File: src/rtl/dm_block_mover.sv
// rtl/dm_block_mover.sv - fill/copy sequencer that owns the single-port dm while busy
module dm_block_mover #(
   parameter int DW = 30,
   parameter int AW = 10,
   parameter int LW = 11
) (
   input  logic          clk,
   input  logic          rst,
   input  logic          start,
   input  logic          op,
   input  logic [AW-1:0] src,
   input  logic [AW-1:0] dst,
   input  logic [LW-1:0] len,
   input  logic [DW-1:0] pattern,
   input  logic          abort,
   output logic          busy,
   output logic          done,
   output logic          aborted,
   output logic [LW-1:0] words_done,
   output logic [AW-1:0] dm_addr,
   output logic [DW-1:0] dm_datain,
   output logic          dm_memwr,
   input  logic [DW-1:0] dm_dataout
);

   typedef enum logic [1:0] {IDLE, RD, WR, FIN} state_t;

   localparam logic [LW-1:0] MAXLEN = {1'b1, {AW{1'b0}}};

   state_t        state;
   logic          op_r;
   logic          desc_r;
   logic [AW-1:0] src_r;
   logic [AW-1:0] dst_r;
   logic [LW-1:0] len_r;
   logic [AW-1:0] ofs;

   logic [LW-1:0] lenc;
   logic [LW-1:0] lenm1;
   logic          desc_in;
   logic [AW-1:0] ofs_first;
   logic [AW-1:0] ofs_next;
   logic          last;

   assign lenc      = (len > MAXLEN) ? MAXLEN : len;
   assign lenm1     = lenc - LW'(1);
   // Overlapping copies toward higher addresses must run top-down to avoid clobbering the source.
   assign desc_in   = op && (dst > src);
   assign ofs_first = desc_in ? lenm1[AW-1:0] : '0;
   assign ofs_next  = desc_r ? ofs - AW'(1) : ofs + AW'(1);
   assign last      = (words_done + LW'(1)) == len_r;

   always_ff @(posedge clk) begin
      if (rst) begin
         state      <= IDLE;
         op_r       <= 1'b0;
         desc_r     <= 1'b0;
         src_r      <= '0;
         dst_r      <= '0;
         len_r      <= '0;
         ofs        <= '0;
         busy       <= 1'b0;
         done       <= 1'b0;
         aborted    <= 1'b0;
         words_done <= '0;
         dm_addr    <= '0;
         dm_datain  <= '0;
         dm_memwr   <= 1'b0;
      end else begin
         case (state)
            IDLE: begin
               if (start) begin
                  op_r       <= op;
                  desc_r     <= desc_in;
                  src_r      <= src;
                  dst_r      <= dst;
                  len_r      <= lenc;
                  ofs        <= ofs_first;
                  words_done <= '0;
                  if (lenc == '0) begin
                     state   <= FIN;
                     done    <= 1'b1;
                     aborted <= 1'b0;
                  end else if (op) begin
                     state   <= RD;
                     busy    <= 1'b1;
                     dm_addr <= src + ofs_first;
                  end else begin
                     state     <= WR;
                     busy      <= 1'b1;
                     dm_addr   <= dst + ofs_first;
                     dm_datain <= pattern;
                     dm_memwr  <= 1'b1;
                  end
               end
            end
            RD: begin
               if (abort) begin
                  state   <= FIN;
                  busy    <= 1'b0;
                  done    <= 1'b1;
                  aborted <= 1'b1;
               end else begin
                  // dm_datain doubles as the holding register for the word just read.
                  state     <= WR;
                  dm_addr   <= dst_r + ofs;
                  dm_datain <= dm_dataout;
                  dm_memwr  <= 1'b1;
               end
            end
            WR: begin
               words_done <= words_done + LW'(1);
               if (last || abort) begin
                  state    <= FIN;
                  busy     <= 1'b0;
                  dm_memwr <= 1'b0;
                  done     <= 1'b1;
                  aborted  <= abort;
               end else begin
                  ofs <= ofs_next;
                  if (op_r) begin
                     state    <= RD;
                     dm_memwr <= 1'b0;
                     dm_addr  <= src_r + ofs_next;
                  end else begin
                     dm_addr  <= dst_r + ofs_next;
                  end
               end
            end
            FIN: begin
               state   <= IDLE;
               done    <= 1'b0;
               aborted <= 1'b0;
            end
            default: state <= IDLE;
         endcase
      end
   end

endmodule

File: config.mk
export PLATFORM = sky130hd
export DESIGN_NAME = dm_block_mover
export DESIGN_NICKNAME = d
export VERILOG_FILES = /design/src/rtl/dm_block_mover.sv
export SDC_FILE = /design/constraint.sdc
export NUM_CORES = 1
export LEC_CHECK = 0
export BUFFER_PORTS_ARGS = -buffer_cell sky130_fd_sc_hd__buf_2
export CAP_MARGIN = 30
export CORE_AREA = 2 2 115 117
export DETAILED_ROUTE_END_ITERATION = 6
export DIE_AREA = 0 0 117 119
export GPL_TIMING_DRIVEN = 0
export PLACE_DENSITY = 0.83
export SKIP_CTS_REPAIR_TIMING = 1
export SYNTH_ARGS = -nofsm -noshare
export SYNTH_HDL_FRONTEND = slang
export SYNTH_SLANG_ARGS = --single-unit
File: constraint.sdc
create_clock -name clk -period 4.49 [get_ports clk]
set_input_delay 0.898 -clock clk [delete_from_list [all_inputs] [get_ports clk]]
set_output_delay 0.898 -clock clk [all_outputs]
set_load 0.02 [all_outputs]
==> results.txt, run 1 <==
For the number of slew-limit violations in the final report, the log shows 0. The floorplan die area is 13900 um2. The quantity of I/O buffers inserted on ports was 147. 0 antenna diodes ended up in the layout. The multi-input combinational cells in the finished layout cover a total of 4560 um2. Setup repair after global routing left no endpoint under its margin. Entering global routing, the biggest net connects 17 pins. The worst slack at placement is -369 ps. The dominant synthesized flop cell is sky130_fd_sc_hd__dfxtp_1.

The first-pass iteration count of the detailed router was 6; the routed length per placed instance was 16.8 um. The signal on the critical path passes through buf_2 -> inv_1 -> ha_1 -> nand4_1 -> nand3b_1 -> o221a_2 -> a21o_1 -> clkbuf_4 -> nor2_2 -> ha_1 -> inv_1 -> fa_1 -> nor2b_1 -> o21ai_0 -> a21boi_1 -> o21ai_1 -> a21oi_2 -> xnor2_2 -> a2111oi_2 -> a31o_1. The final net count came out at 1154. Yosys mapped the design onto 66 distinct sky130hd cell types. The TritonCTS buffer count was 9.

The worst path needs 4280 ps of the cycle, external delays included. The flow ran to the end, and the final reports show no timing, DRC or antenna violations. The final-report hold violation count was 0. The startpoint type of the worst setup path is an input port. The via count came out at 6723. The tightest hold margin is 463 ps, and the via count of the first global-routing pass is 6273. The tools report the antenna violation net count after detailed routing as 0. The power per unit of standard cell area is 521 nW/um2, and the final setup skew is 4.64 ps.

The worst setup path is of the in2reg kind. The synthesized design contains 100 register bits. In this run the worst path has a maximum fanout of 10. Core box area: 12900 um2.

Each instance of the synthesized netlist takes up on average 8.14 um2. Together, buffers and inverters on the worst path number 4. The global-route wire length before repair was 31400 um; the largest incremental delay on the critical path was 390 ps. In this run the worst hold path is classified as reg2reg.

The die is 117 um wide. For this run, the top clock speed supported by timing is 0.234 GHz. After clock tree synthesis, the clock-pin slew on the worst setup and hold paths is 70 ps.

The initial antenna violation count is 0, and the required time of the critical path is 4790 ps. In this run the cell area of the synthesized design comes to 6860 um2. The setup slack of the critical path after layout came out at 209 ps. For the worst-skew pair, the clock arrives at the later sink with an insertion delay of 360 ps.

Summed over all layers, the routed wires come to 19900 um. The H-tree was split into 3 levels. Net switching is 44.2% of the power.

When the netlist entered floorplanning its net count stood at 996. In this run the static leakage power is 3.59 nW. The share of total power dissipated in sequential elements is 30.0%. In this run, the combinational gates consume 51.5% of the power. The residual DRC count was 0; the endpoint arrival time on the critical path was 4580 ps. In this run, synthesis inferred 0 flip-flops with an integrated enable. Of the cells placed in the final design, the portion with a size suffix greater than 1 is 20.6%.

Library cell contributing the largest single delay on the critical path: sky130_fd_sc_hd__fa_1. TritonCTS built the clock tree. The clock network power share came out at 18.5%. The area growth from synthesis to final layout was 18.5%; the async set-reset flop share out of synthesis was 0%.

After global routing the overflow that remains totals 0. The tools report the I/O pin total as 151. The run gives 53.3% as the initial core utilization.

The Yosys step of the flow raised 0 warnings. For this design, the sink count on the clock tree is 100. The congestion estimate from routability-driven global placement came to 0.968. In this run, the number of DRC markers left after iteration 0 of detailed routing was 472. Number of instances in the synthesized netlist: 843. The maximum buffer depth of the clock tree came out at 2. The logs give 0.000255 V for the maximum ir drop on the vdd rail and 42 for the row count. From bottom edge to top edge, the die measures 119 um. The tools report the endpoint class of the critical path as a register.

Setup violations remaining at the end of the flow were counted as 0. Summed over all failing endpoints, the final setup total negative slack is 0 ps. The ratio of routed vias to standard cells came out at 5.69. The number of violations of the max-capacitance limit came out at 0. The transition time at the pin with the least slew margin was 770 ps. For this design the total switching power over the nets is 1.87 mW.

After filler insertion, the fill cell instance count of the layout stands at 1124. The total half-perimeter wirelength after legalization and detailed placement is 15700 um. In this run the clock root is driven by a sky130_fd_sc_hd__clkbuf_16. The combined flip-flop and latch cell area was 2000 um2; the cell-internal power was 2.37 mW. In this run the tightest slew margin relative to its limit is 48.6%.

The tools report the global-route usage over all layers as 29.0%. Sequential cells were found to cover 29.2% of the synthesized design area. The cell family with the largest share of critical-path delay was compound AO/OA/AOI/OAI gates. Dividing the final minimum period by the clock period gives 95.3%.
==> cells by family (layout without fill, tap and decap cells) <==
| family | after synthesis | after routing | share of synthesized area, % |
|---|---|---|---|
| fa+ha+maj | 57 | 57 | 10.8 |
| flops | 100 | 100 | 29.2 |
| compound gates | 204 | 204 | 20.5 |
| xor+xnor | 55 | 55 | 7.02 |
| buf+inv | 81 | 243 | 4.69 |
| simple gates | 281 | 281 | 18.0 |
| mux | 65 | 65 | 9.78 |
==> cell type report <==
| class | instances | area share [%] |
|---|---|---|
| plain buffers | 46 | 2.39 |
| flip-flops and latches | 100 | 24.6 |
| well taps | 176 | 2.71 |
| clock buffers | 9 | 2.77 |
| repair buffers | 147 | 9.05 |
| clock inverters | 6 | 0.800 |
| inverters | 35 | 1.62 |
| multi-input cells | 662 | 56.0 |
==> worst paths after layout <==
check                           startpoint    endpoint  slack [ps]  depth (start not counted)
worst min register to register    src_r[1]    src_r[1]         460                          2
worst max register to register      desc_r  dm_addr[9]         710                         15
worst min-delay path              src_r[1]    src_r[1]         460                          2
worst max-delay path                src[7]  dm_addr[8]         210                         20
==> cells in the final DEF (no fill, tap or decap), types with 3 or more instances in the layout <==
| master | instances |
|---|---|
| sky130_fd_sc_hd__ha_1 | 53 |
| sky130_fd_sc_hd__o31ai_1 | 5 |
| sky130_fd_sc_hd__buf_2 | 149 |
| sky130_fd_sc_hd__a22o_1 | 4 |
| sky130_fd_sc_hd__or3_1 | 5 |
| sky130_fd_sc_hd__dfxtp_1 | 100 |
| sky130_fd_sc_hd__o41ai_1 | 3 |
| sky130_fd_sc_hd__o31a_1 | 3 |
| sky130_fd_sc_hd__o211ai_1 | 4 |
| sky130_fd_sc_hd__clkbuf_16 | 9 |
| sky130_fd_sc_hd__buf_1 | 4 |
| sky130_fd_sc_hd__mux2i_1 | 49 |
| sky130_fd_sc_hd__nor4_1 | 3 |
| sky130_fd_sc_hd__nor2_1 | 115 |
| sky130_fd_sc_hd__a211oi_2 | 8 |
| sky130_fd_sc_hd__clkbuf_1 | 37 |
| sky130_fd_sc_hd__xnor2_1 | 36 |
| sky130_fd_sc_hd__nand2_1 | 92 |
| sky130_fd_sc_hd__fa_1 | 4 |
| sky130_fd_sc_hd__nor3_1 | 19 |
| sky130_fd_sc_hd__xor2_1 | 18 |
| sky130_fd_sc_hd__a21oi_1 | 69 |
| sky130_fd_sc_hd__a21o_1 | 7 |
| sky130_fd_sc_hd__o21a_1 | 4 |
| sky130_fd_sc_hd__inv_1 | 34 |
| sky130_fd_sc_hd__o2111ai_1 | 4 |
| sky130_fd_sc_hd__nand3_1 | 12 |
| sky130_fd_sc_hd__a22oi_1 | 4 |
| sky130_fd_sc_hd__a221oi_1 | 3 |
| sky130_fd_sc_hd__and3_1 | 8 |
| sky130_fd_sc_hd__a21oi_2 | 3 |
| sky130_fd_sc_hd__mux2_2 | 16 |
| sky130_fd_sc_hd__o21ai_0 | 22 |
| sky130_fd_sc_hd__a211oi_1 | 37 |
| sky130_fd_sc_hd__nor2b_1 | 12 |
==> cell usage after synthesis, types with 8 or more instances <==
cell / n / share of area (%)
sky130_fd_sc_hd__a211oi_1: 37 / 4.0
sky130_fd_sc_hd__nor3_1: 19 / 1.4
sky130_fd_sc_hd__a21oi_1: 70 / 5.1
sky130_fd_sc_hd__nand2_1: 92 / 5.0
sky130_fd_sc_hd__xnor2_1: 37 / 4.7
sky130_fd_sc_hd__and3_1: 8 / 0.73
sky130_fd_sc_hd__dfxtp_1: 100 / 29
sky130_fd_sc_hd__nor2b_1: 12 / 1.1
sky130_fd_sc_hd__nand3_1: 12 / 0.88
sky130_fd_sc_hd__xor2_1: 18 / 2.3
sky130_fd_sc_hd__mux2_2: 16 / 2.6
sky130_fd_sc_hd__inv_1: 34 / 1.9
sky130_fd_sc_hd__nor2_1: 116 / 6.3
sky130_fd_sc_hd__a211oi_2: 8 / 1.5
sky130_fd_sc_hd__clkbuf_1: 38 / 2.1
sky130_fd_sc_hd__ha_1: 53 / 9.7
sky130_fd_sc_hd__o21ai_0: 23 / 1.7
sky130_fd_sc_hd__mux2i_1: 49 / 7.1
==> worst reg2reg max path: stages, from the launching register on <==
cell	delay (ps)
sky130_fd_sc_hd__dfxtp_1	700
sky130_fd_sc_hd__ha_1	390
sky130_fd_sc_hd__a21o_1	190
sky130_fd_sc_hd__a21oi_1	240
sky130_fd_sc_hd__nor2b_1	90
sky130_fd_sc_hd__o31a_1	270
sky130_fd_sc_hd__a21oi_1	230
sky130_fd_sc_hd__ha_1	320
sky130_fd_sc_hd__nor2_1	110
sky130_fd_sc_hd__nor2_1	60
sky130_fd_sc_hd__a31o_2	250
sky130_fd_sc_hd__a21oi_1	170
sky130_fd_sc_hd__xor2_1	200
sky130_fd_sc_hd__xnor2_1	180
sky130_fd_sc_hd__nand2_1	100
sky130_fd_sc_hd__a211oi_2	200
==> layer usage <==
layer	vias up	part of all wire [%]	track usage (%)
met5	-	0	0
met4	0	4.9	16.8
met3	65	4.9	3.56
met2	234	49	47.2
met1	3119	42	36.7
li1	3305	-	-
==> per-stage QoR <==
step	instance area, um2	utilization (%)	std cells	power [mW]
after floorplan	6860	-	843	2.81
after global placement	7820	60.7	1166	3.37
after detailed placement	7820	60.7	1166	3.42
after CTS	8110	63.0	1181	4.21
after global routing	8130	63.1	1181	4.51
final	8130	63.1	1181	4.24
==> state kept, by name (all words and copies together) (netlist names) <==
register and flops:
dm_datain 30, len_r 11, words_done 11, dm_addr 10, dst_r 10, ofs 10
src_r 10, state 2, aborted 1, busy 1, desc_r 1, dm_memwr 1
done 1, op_r 1
==> power groups by stage <==
stage	Sequential, mW	Clock, mW	Combinational, mW
6_report	1.27	0.784	2.18
5_1_grt	1.30	0.830	2.38
4_1_cts	1.27	0.795	2.15
3_5_place_dp	1.28	0	2.13
3_3_place_gp	1.28	0	2.09
2_1_floorplan	1.42	0	1.39
(Power assumes the default switching activity.)
==> inputs of run 2 (changes only) <==
--- a/config.mk
+++ b/config.mk
@@ -8,11 +8,13 @@
 export BUFFER_PORTS_ARGS = -buffer_cell sky130_fd_sc_hd__buf_2
 export CAP_MARGIN = 30
 export CORE_AREA = 2 2 115 117
+export CTS_BUF_LIST = sky130_fd_sc_hd__clkbuf_8
 export DETAILED_ROUTE_END_ITERATION = 6
 export DIE_AREA = 0 0 117 119
 export GPL_TIMING_DRIVEN = 0
 export PLACE_DENSITY = 0.83
 export SKIP_CTS_REPAIR_TIMING = 1
+export SLEW_MARGIN = 40
 export SYNTH_ARGS = -nofsm -noshare
 export SYNTH_HDL_FRONTEND = slang
 export SYNTH_SLANG_ARGS = --single-unit
==> results.txt, run 2 (synthesis gave the netlist of run 1 again) <==
Startpoint type of the worst setup path: an input port (unchanged). The tools report the met2 track utilization from global routing as 47.3% (was 47.2%). The tools report the floorplan die area as 13900 um2 (unchanged). The tools report the combined flip-flop and latch cell area as 2000 um2 (unchanged). The logs give 0.968 (unchanged) for the routability congestion estimate from global placement and 19800 um (was 19900 um) for the aggregate routed wire length. The post-route fraction of the period consumed by the critical path was 94.7% (was 95.3%). The total half-perimeter wirelength after legalization and detailed placement is 15700 um (unchanged).

The ratio of routed vias to standard cells works out to 5.66 (was 5.69). The maximum ir drop on the vdd rail was 0.000208 V (was 0.000255 V); the layout filler cell count was 1140 (was 1124). Critical register-to-register path startpoint: desc_r (unchanged). The logs give 3.54 nW (was 3.59 nW) for the reported leakage power and 6275 (was 6273) for the via count of the first global-routing pass. The clock-pin slew reported for the worst setup and hold paths after clock tree synthesis is 100 ps (was 70 ps), and the flip-flop count of the largest register after layout is 30 (unchanged).

The run gives 2 (unchanged) as the maximum buffer depth of the clock tree. The tools report the count of inserted antenna diode cells as 0 (unchanged). The most congested layer reported by global routing is met2 (unchanged). The tools report the via count as 6690 (was 6723). The die width is 117 um (unchanged).

The area growth from synthesis to final layout is 17.0% (was 18.5%). The worst slack at placement is -369 ps (unchanged), and the global-route wire length before repair is 31300 um (was 31400 um). The logs give 4550 um2 (was 4560 um2) for the area of combinational cells with multiple inputs and 238 ps (was 209 ps) for the setup slack of the critical path after layout. The final net count was 1154 (unchanged). The initial antenna violation count is 0 (unchanged), and the quantity of I/O buffers inserted on ports is 147 (unchanged). The tools report the endpoint class of the critical path as a register (unchanged). The tools report the reg-to-reg critical path endpoint as dm_addr[9] (unchanged). For the TritonCTS buffer count, the log shows 9 (unchanged).

The row count came out at 42 (unchanged). The most frequent standard cell in the layout excluding fill and tap cells was sky130_fd_sc_hd__buf_2 (unchanged). Routed length per placed instance: 16.8 um (about the same). The number of violations of the max-capacitance limit is 0 (unchanged). The tools report the clock sink count as 100 (unchanged). The hold-critical path depth is 2 (unchanged). The hold path endpoint is aborted (was src_r[1]). The total placed instance area was 7820 um2 (unchanged). The final setup skew came out at 5.52 ps (was 4.64 ps).

The post-layout minimum cycle time came out at 4250 ps (was 4280 ps). Worst setup slack for register-to-register paths: 710 ps (about the same). The path type of the worst setup path was in2reg (unchanged). TritonCTS built the clock tree.

Source of the worst hold timing path: aborted (was src_r[1]). The setup-violating endpoint count in the final report is 0 (unchanged), and the tightest hold margin is 467 ps (was 463 ps). The initial core utilization is 53.3% (unchanged). The tools report the first-pass iteration count of the detailed router as 5 (was 6). The tools report the clock tree root driver cell as sky130_fd_sc_hd__clkbuf_8 (was sky130_fd_sc_hd__clkbuf_16). Highest-count cells in the layout ignoring fill and taps: sky130_fd_sc_hd__buf_2 (149), sky130_fd_sc_hd__nor2_1 (116), sky130_fd_sc_hd__dfxtp_1 (100), sky130_fd_sc_hd__nand2_1 (92), sky130_fd_sc_hd__a21oi_1 (69) (was sky130_fd_sc_hd__buf_2 (149), sky130_fd_sc_hd__nor2_1 (115), sky130_fd_sc_hd__dfxtp_1 (100), sky130_fd_sc_hd__nand2_1 (92), sky130_fd_sc_hd__a21oi_1 (69)). Largest registers: dm_datain: 30 flops, len_r: 11 flops, words_done: 11 flops (unchanged).

The largest net degree at the start of global routing was 17 (unchanged); the antenna violation net count after detailed routing was 0 (unchanged). The register with the most flip-flops was dm_datain (unchanged). The power per unit of standard cell area came out at 504 nW/um2 (was 521 nW/um2).

Setup repair after global routing left no endpoint under its margin. Class of the tightest hold or removal check: reg2reg (unchanged). Global-route usage over all layers: 29.0% (about the same). The number of slew-limit violations in the final report is 0 (unchanged). The achievable clock frequency was 0.235 GHz (was 0.234 GHz); the die height was 119 um (unchanged).

For the total global routing overflow, the log shows 0 (unchanged). For the insertion delay to the later sink of the worst-skew pair, the log shows 400 ps (was 360 ps). The core box area is 12900 um2 (unchanged), and the highest fanout seen on the critical path is 10 (unchanged). The logs give 3.21% (was 3.56%) for the met3 layer usage reported by global route and 8030 um2 (was 8130 um2) for the post-route cell area. The I/O pin total came out at 151 (unchanged). For the met1 usage in global routing, the log shows 36.6% (was 36.7%).

The tightest slew margin relative to the limit is 45.2% (was 48.6%). The number of cells on the worst reg-to-reg path is 15 (unchanged). The run gives 3 (unchanged) as the CTS H-tree depth. The endpoint arrival time on the critical path came out at 4600 ps (was 4580 ps). The run finished with clean final reports.

The residual DRC count was 0 (unchanged). The logs give 484 (was 472) for the count of routing violations after the opening detailed-route iteration and 0 (unchanged) for the final-report hold violation count. The transition time at the pin with the least slew margin was 822 ps (was 770 ps). The fraction of final layout cells sized beyond drive strength 1 came out at 20.5% (was 20.6%).

The required time of the critical path came out at 4840 ps (was 4790 ps).
==> run 2: final cells by class <==
class	instances	area share (%)
clock buffers	9	1.54
flip-flops and latches	100	24.9
multi-input cells	662	56.7
plain buffers	46	2.42
clock inverters	6	0.811
inverters	35	1.64
well taps	176	2.74
repair buffers	147	9.17
==> run 2: layer usage <==
layer	vias up	routed length, um
li1	3297	-
met1	3107	8410
met2	209	9480
met3	77	836
met4	0	1060
met5	-	0
==> run 2: how the worst max path moves through the flow <==
stage                     startpoint          to  slack [ps]  cells past startpoint
after floorplan               src[9]  dm_addr[8]         360                     19
after global placement        src[7]  dm_addr[8]        -330                     20
after detailed placement      src[7]  dm_addr[8]        -370                     20
after CTS                     src[7]  dm_addr[8]          30                     20
after global routing          src[7]  dm_addr[8]          50                     20
final                         src[7]  dm_addr[8]         240                     20
==> run 2: power breakdown <==
part	internal (mW)	switching, mW
combinational	0.824	1.36
sequential	1.11	0.159
clock	0.256	0.340
==> run 2: stage by stage <==
| step | setup TNS (ps) | std cells | power [mW] | util [%] |
|---|---|---|---|---|
| global route | 0 | 1181 | 4.31 | 62.3 |
| global placement | -954 | 1166 | 3.37 | 60.7 |
| floorplan | 0 | 843 | 2.81 | - |
| CTS | 0 | 1181 | 4.01 | 62.2 |
| detailed placement | -992 | 1166 | 3.42 | 60.7 |
| finish | 0 | 1181 | 4.05 | 62.3 |
==> run 2: worst max-delay path, stage by stage <==
cell and delay, ps:
sky130_fd_sc_hd__buf_2 120, sky130_fd_sc_hd__inv_1 50, sky130_fd_sc_hd__ha_1 290, sky130_fd_sc_hd__nand4_1 110, sky130_fd_sc_hd__nand3b_1 190, sky130_fd_sc_hd__o221a_2 270, sky130_fd_sc_hd__a21o_1 230, sky130_fd_sc_hd__clkbuf_4 200
sky130_fd_sc_hd__nor2_1 150, sky130_fd_sc_hd__ha_1 190, sky130_fd_sc_hd__inv_1 60, sky130_fd_sc_hd__fa_1 390, sky130_fd_sc_hd__nor2b_1 130, sky130_fd_sc_hd__o21ai_0 120, sky130_fd_sc_hd__a21boi_1 240, sky130_fd_sc_hd__o21ai_1 140
sky130_fd_sc_hd__a21oi_2 210, sky130_fd_sc_hd__xnor2_2 110, sky130_fd_sc_hd__a2111oi_2 360, sky130_fd_sc_hd__a31o_1 130
==> inputs of run 3 (changes only) <==
--- a/config.mk
+++ b/config.mk
@@ -5,14 +5,15 @@
 export SDC_FILE = /design/constraint.sdc
 export NUM_CORES = 1
 export LEC_CHECK = 0
+export ABC_AREA = 1
 export BUFFER_PORTS_ARGS = -buffer_cell sky130_fd_sc_hd__buf_2
 export CAP_MARGIN = 30
-export CORE_AREA = 2 2 115 117
+export CORE_AREA = 2 2 120 122
 export CTS_BUF_LIST = sky130_fd_sc_hd__clkbuf_8
 export DETAILED_ROUTE_END_ITERATION = 6
-export DIE_AREA = 0 0 117 119
+export DIE_AREA = 0 0 122 124
 export GPL_TIMING_DRIVEN = 0
-export PLACE_DENSITY = 0.83
+export PLACE_DENSITY = 0.81
 export SKIP_CTS_REPAIR_TIMING = 1
 export SLEW_MARGIN = 40
 export SYNTH_ARGS = -nofsm -noshare
==> results.txt, run 3 <==
The tools report the first-pass iteration count of the detailed router as 5 (unchanged). The tools report the count of inserted antenna diode cells as 0 (unchanged). The area of the mapped netlist was 7420 um2 (was 6860 um2).

Cell with the most instances after synthesis: sky130_fd_sc_hd__nand2_1 (was sky130_fd_sc_hd__nor2_1). Most common library cells after synthesis: sky130_fd_sc_hd__nand2_1 (344), sky130_fd_sc_hd__a21oi_1 (124), sky130_fd_sc_hd__inv_1 (118), sky130_fd_sc_hd__nor2_1 (109), sky130_fd_sc_hd__dfxtp_1 (100) (was sky130_fd_sc_hd__nor2_1 (116), sky130_fd_sc_hd__dfxtp_1 (100), sky130_fd_sc_hd__nand2_1 (92), sky130_fd_sc_hd__a21oi_1 (70), sky130_fd_sc_hd__ha_1 (53)). For the required time of the critical path, the log shows 4810 ps (was 4840 ps).

The sequential fraction of the synthesis area is 27.0% (was 29.2%). The power per unit of standard cell area is 599 nW/um2 (was 504 nW/um2). Largest registers: dm_datain: 30 flops, len_r: 11 flops, words_done: 11 flops (unchanged). Setup repair after global routing left no endpoint under its margin.

The synthesized area divided by synthesized cell count works out to 6.25 um2 (was 8.14 um2). The compound-cell area share of the yosys netlist is 21.3% (was 20.5%), and the register share of total power is 26.2% (was 31.4%). Dominant combinational cell family by area after synthesis: simple AND/OR/NAND/NOR gates (was compound AO/OA/AOI/OAI gates). The number of violations of the max-capacitance limit came out at 0 (unchanged).

The XOR/XNOR share of the synthesized area is 2.24% (was 7.02%). The tools report the aggregate routed wire length as 23200 um (was 19800 um). The cell family with the largest share of critical-path delay is simple AND/OR/NAND/NOR gates (was compound AO/OA/AOI/OAI gates). Highest-count cells in the layout ignoring fill and taps: sky130_fd_sc_hd__nand2_1 (344), sky130_fd_sc_hd__buf_2 (159), sky130_fd_sc_hd__a21oi_1 (124), sky130_fd_sc_hd__inv_1 (119), sky130_fd_sc_hd__nor2_1 (107) (was sky130_fd_sc_hd__buf_2 (149), sky130_fd_sc_hd__nor2_1 (116), sky130_fd_sc_hd__dfxtp_1 (100), sky130_fd_sc_hd__nand2_1 (92), sky130_fd_sc_hd__a21oi_1 (69)).

The highest fanout seen on the critical path was 8 (was 10); the antenna violation net count after detailed routing was 0 (unchanged). The die width works out to 122 um (was 117 um). Counting stages on the worst path, the most repeated cell is sky130_fd_sc_hd__nor2_1.

The total half-perimeter wirelength after legalization and detailed placement was 18600 um (was 15700 um); the final setup skew was 12.7 ps (was 5.52 ps). The clock sink count was 100 (unchanged); the number of storage elements in the synthesis netlist was 100 (unchanged). The die height came out at 124 um (was 119 um).

Endpoint class of the critical path: a register (unchanged). The global-route usage over all layers was 30.6% (was 29.0%); the quantity of I/O buffers inserted on ports was 148 (was 147). The number of synthesis warnings was 0 (unchanged); the amount of wire on met2 after detailed routing was 10400 um (was 9480 um). The core box area was 13700 um2 (was 12900 um2). The top routing layer in use was met4 (unchanged). CTS H-tree depth: 3 (unchanged). Register with the most flip-flops: dm_datain (unchanged). Cell-internal power: 2.43 mW (was 2.19 mW). Flip-flop count of the largest register after layout: 30 (unchanged). Library cell contributing the largest single delay on the critical path: sky130_fd_sc_hd__fa_1 (unchanged). The ratio of routed vias to standard cells works out to 5.47 (was 5.66). The clock network power share was 12.0% (was 14.7%). For the worst slack at placement, the log shows -612 ps (was -369 ps). The synthesized-area fraction occupied by and/or/nand/nor cells is 30.3% (was 18.0%).

The share of synthesized area spent on multiplexers is 0% (was 9.78%). The routability congestion estimate from global placement is 0.989 (was 0.968), and the initial antenna violation count is 0 (unchanged). The run gives 15100 um2 (was 13900 um2) as the floorplan die area. The path type of the worst setup path is in2reg (unchanged). The most frequent standard cell in the layout excluding fill and tap cells is sky130_fd_sc_hd__nand2_1 (was sky130_fd_sc_hd__buf_2).

The flow ran to the end, and the final reports show no timing, DRC or antenna violations. The number of slew-limit violations in the final report came out at 0 (unchanged). Achievable clock frequency: 0.241 GHz (was 0.235 GHz). The sum of internal, switching and leakage power is 5.15 mW (was 4.05 mW), and the tightest slew margin relative to the limit is 47.6% (was 45.2%).

The largest incremental delay on the critical path was 400 ps (was 390 ps); the residual DRC count was 0 (unchanged). The tools report the insertion delay to the later sink of the worst-skew pair as 390 ps (was 400 ps). The post-route fraction of the period consumed by the critical path is 92.3% (was 94.7%), and the length of routed wiring on met1 is 10400 um (was 8410 um). The layout filler cell count was 1391 (was 1140). The number of synthesized flops with an enable pin was 0 (unchanged). The class of the tightest hold or removal check is reg2reg (unchanged). TritonCTS built the clock tree. The transition time at the pin with the least slew margin was 786 ps (was 822 ps); the TritonCTS buffer count was 9 (unchanged). The tightest hold margin is 460 ps (was 467 ps).

For the setup-violating endpoint count in the final report, the log shows 0 (unchanged). The area growth from synthesis to final layout works out to 15.8% (was 17.0%). The logs give 36400 um (was 31300 um) for the global-route wire length before repair and 8374 (was 6690) for the via count. The I/O pin total is 151 (unchanged), and the routed length per placed instance is 15.2 um (was 16.8 um). The logs give 54.1% (was 53.3%) for the initial core utilization and 345 ps (was 238 ps) for the setup slack of the critical path after layout. The adder-cell area share of the yosys netlist was 10.0% (was 10.8%).

Number of instances in the synthesized netlist: 1187 (was 843). The fraction of synthesized cell area taken by the top area cell type came out at 27.0% (was 29.2%). The post-layout minimum cycle time is 4150 ps (was 4250 ps), and the reported net switching power is 2.71 mW (was 1.86 mW).

Critical path cell sequence: buf_2 -> inv_1 -> ha_1 -> nand2_1 -> nor2_1 -> nand4_1 -> nor2_1 -> nor2_1 -> nor2_4 -> inv_1 -> nor2_2 -> ha_1 -> inv_1 -> fa_1 -> o21ai_1 -> a21oi_1 -> nor2_1 -> nor2_1 -> xor2_1 -> o21ai_0 -> nand2_1 -> a21oi_2 (was buf_2 -> inv_1 -> ha_1 -> nand4_1 -> nand3b_1 -> o221a_2 -> a21o_1 -> clkbuf_4 -> nor2_1 -> ha_1 -> inv_1 -> fa_1 -> nor2b_1 -> o21ai_0 -> a21boi_1 -> o21ai_1 -> a21oi_2 -> xnor2_2 -> a2111oi_2 -> a31o_1). The count of routing violations after the opening detailed-route iteration is 768 (was 484). The async set-reset flop share out of synthesis was 0% (unchanged); the clock-pin slew reported for the worst setup and hold paths after clock tree synthesis was 100 ps (about the same). The logs give 43 (was 42) for the row count and 41 (was 66) for the distinct cell type count of the synthesized netlist. Net count after synthesis: 1340 (was 996).

The tools report the final-report hold violation count as 0 (unchanged). The switching portion of total power was 52.7% (was 45.9%). The maximum ir drop on the vdd rail was 0.000400 V (was 0.000208 V). For the final net count, the log shows 1499 (was 1154).

The total global routing overflow is 0 (unchanged). Main area contributors after synthesis: sky130_fd_sc_hd__dfxtp_1 (27%), sky130_fd_sc_hd__nand2_1 (17%), sky130_fd_sc_hd__ha_1 (8.9%) (was sky130_fd_sc_hd__dfxtp_1 (29%), sky130_fd_sc_hd__ha_1 (9.7%), sky130_fd_sc_hd__mux2i_1 (7.1%)). The largest net degree at the start of global routing is 18 (was 17). Post-synthesis cell type with the largest combined area: sky130_fd_sc_hd__dfxtp_1 (unchanged). The run gives 4.26 nW (was 3.54 nW) as the reported leakage power. The via count of the first global-routing pass was 7402 (was 6275). The run gives 2030 um (was 836 um) as the detailed route wirelength on metal3. Startpoint type of the worst setup path: an input port (unchanged). The dominant synthesized flop cell is sky130_fd_sc_hd__dfxtp_1 (unchanged). Clock tree root driver cell: sky130_fd_sc_hd__clkbuf_8 (unchanged).

The number of buffers and inverters on the critical path works out to 4 (unchanged). The endpoint arrival time on the critical path was 4470 ps (was 4600 ps). The fraction of final layout cells sized beyond drive strength 1 is 14.1% (was 20.5%), and the maximum buffer depth of the clock tree is 2 (unchanged). The tools report the logic gate share of total power as 61.8% (was 53.9%).
## run 3: worst register-to-register path, stage by stage, from the launching register on
cell                       delay [ps]
sky130_fd_sc_hd__dfxtp_1          650
sky130_fd_sc_hd__fa_1             320
sky130_fd_sc_hd__a21oi_1           80
sky130_fd_sc_hd__o21bai_1         240
sky130_fd_sc_hd__a21oi_1          100
sky130_fd_sc_hd__o21ai_0          190
sky130_fd_sc_hd__xor2_1           160
sky130_fd_sc_hd__inv_1             90
sky130_fd_sc_hd__ha_1             340
sky130_fd_sc_hd__a21o_1           210
sky130_fd_sc_hd__a21oi_1          120
sky130_fd_sc_hd__nand2_1           70
sky130_fd_sc_hd__o21ai_0          200
sky130_fd_sc_hd__nand3_1          190
sky130_fd_sc_hd__o21ai_0          130
sky130_fd_sc_hd__nand2_1           70
sky130_fd_sc_hd__o21ai_1           80
sky130_fd_sc_hd__nor2_1            50
## run 3: cell type report
class / instances / area [um2] / share of cell area (%)
buffer: 54 / 228 / 2.65
tap: 180 / 225 / 2.62
multi-input combinational: 913 / 4750 / 55.3
timing repair buffer: 148 / 741 / 8.62
clock buffer: 9 / 124 / 1.44
sequential: 100 / 2000 / 23.3
clock inverter: 7 / 73.8 / 0.859
inverter: 120 / 450 / 5.24
## run 3: cells by family after synthesis
family,Yosys count
flops,100
fa+ha+maj,57
xor+xnor,19
compound gates,284
buf+inv,174
simple gates,553
## run 3: final timing paths
check           start         end  slack [ps]  depth (start not counted)
min          src_r[9]    src_r[9]         460                          2
max reg2reg    desc_r  dm_addr[7]        1070                         17
min reg2reg  src_r[9]    src_r[9]         460                          2
max            src[9]  dm_addr[6]         340                         22
## run 3: power by group through the flow
stage	combinational, mW	sequential (mW)	clock (mW)
after floorplan	2.07	1.49	0
after global placement	3.07	1.35	0
after detailed placement	3.11	1.36	0
after CTS	3.13	1.34	0.622
after global routing	3.55	1.37	0.655
final	3.18	1.35	0.618
## run 3: per-layer routing
metal | vias to the layer above | global-route usage (%)
met1 | 3760 | 42.6
met2 | 351 | 48.6
met3 | 30 | 5.17
met5 | - | 0
li1 | 4233 | -
met4 | 0 | 9.05
## run 3: per-stage QoR
stage	cell area, um2	util, %	std cells	setup TNS (ps)
after floorplan	7420	-	1187	0
after global placement	8380	61.1	1515	-1950
after detailed placement	8380	61.1	1515	-1960
after CTS	8580	62.5	1531	-338
after global routing	8590	62.6	1531	0
final	8590	62.6	1531	0
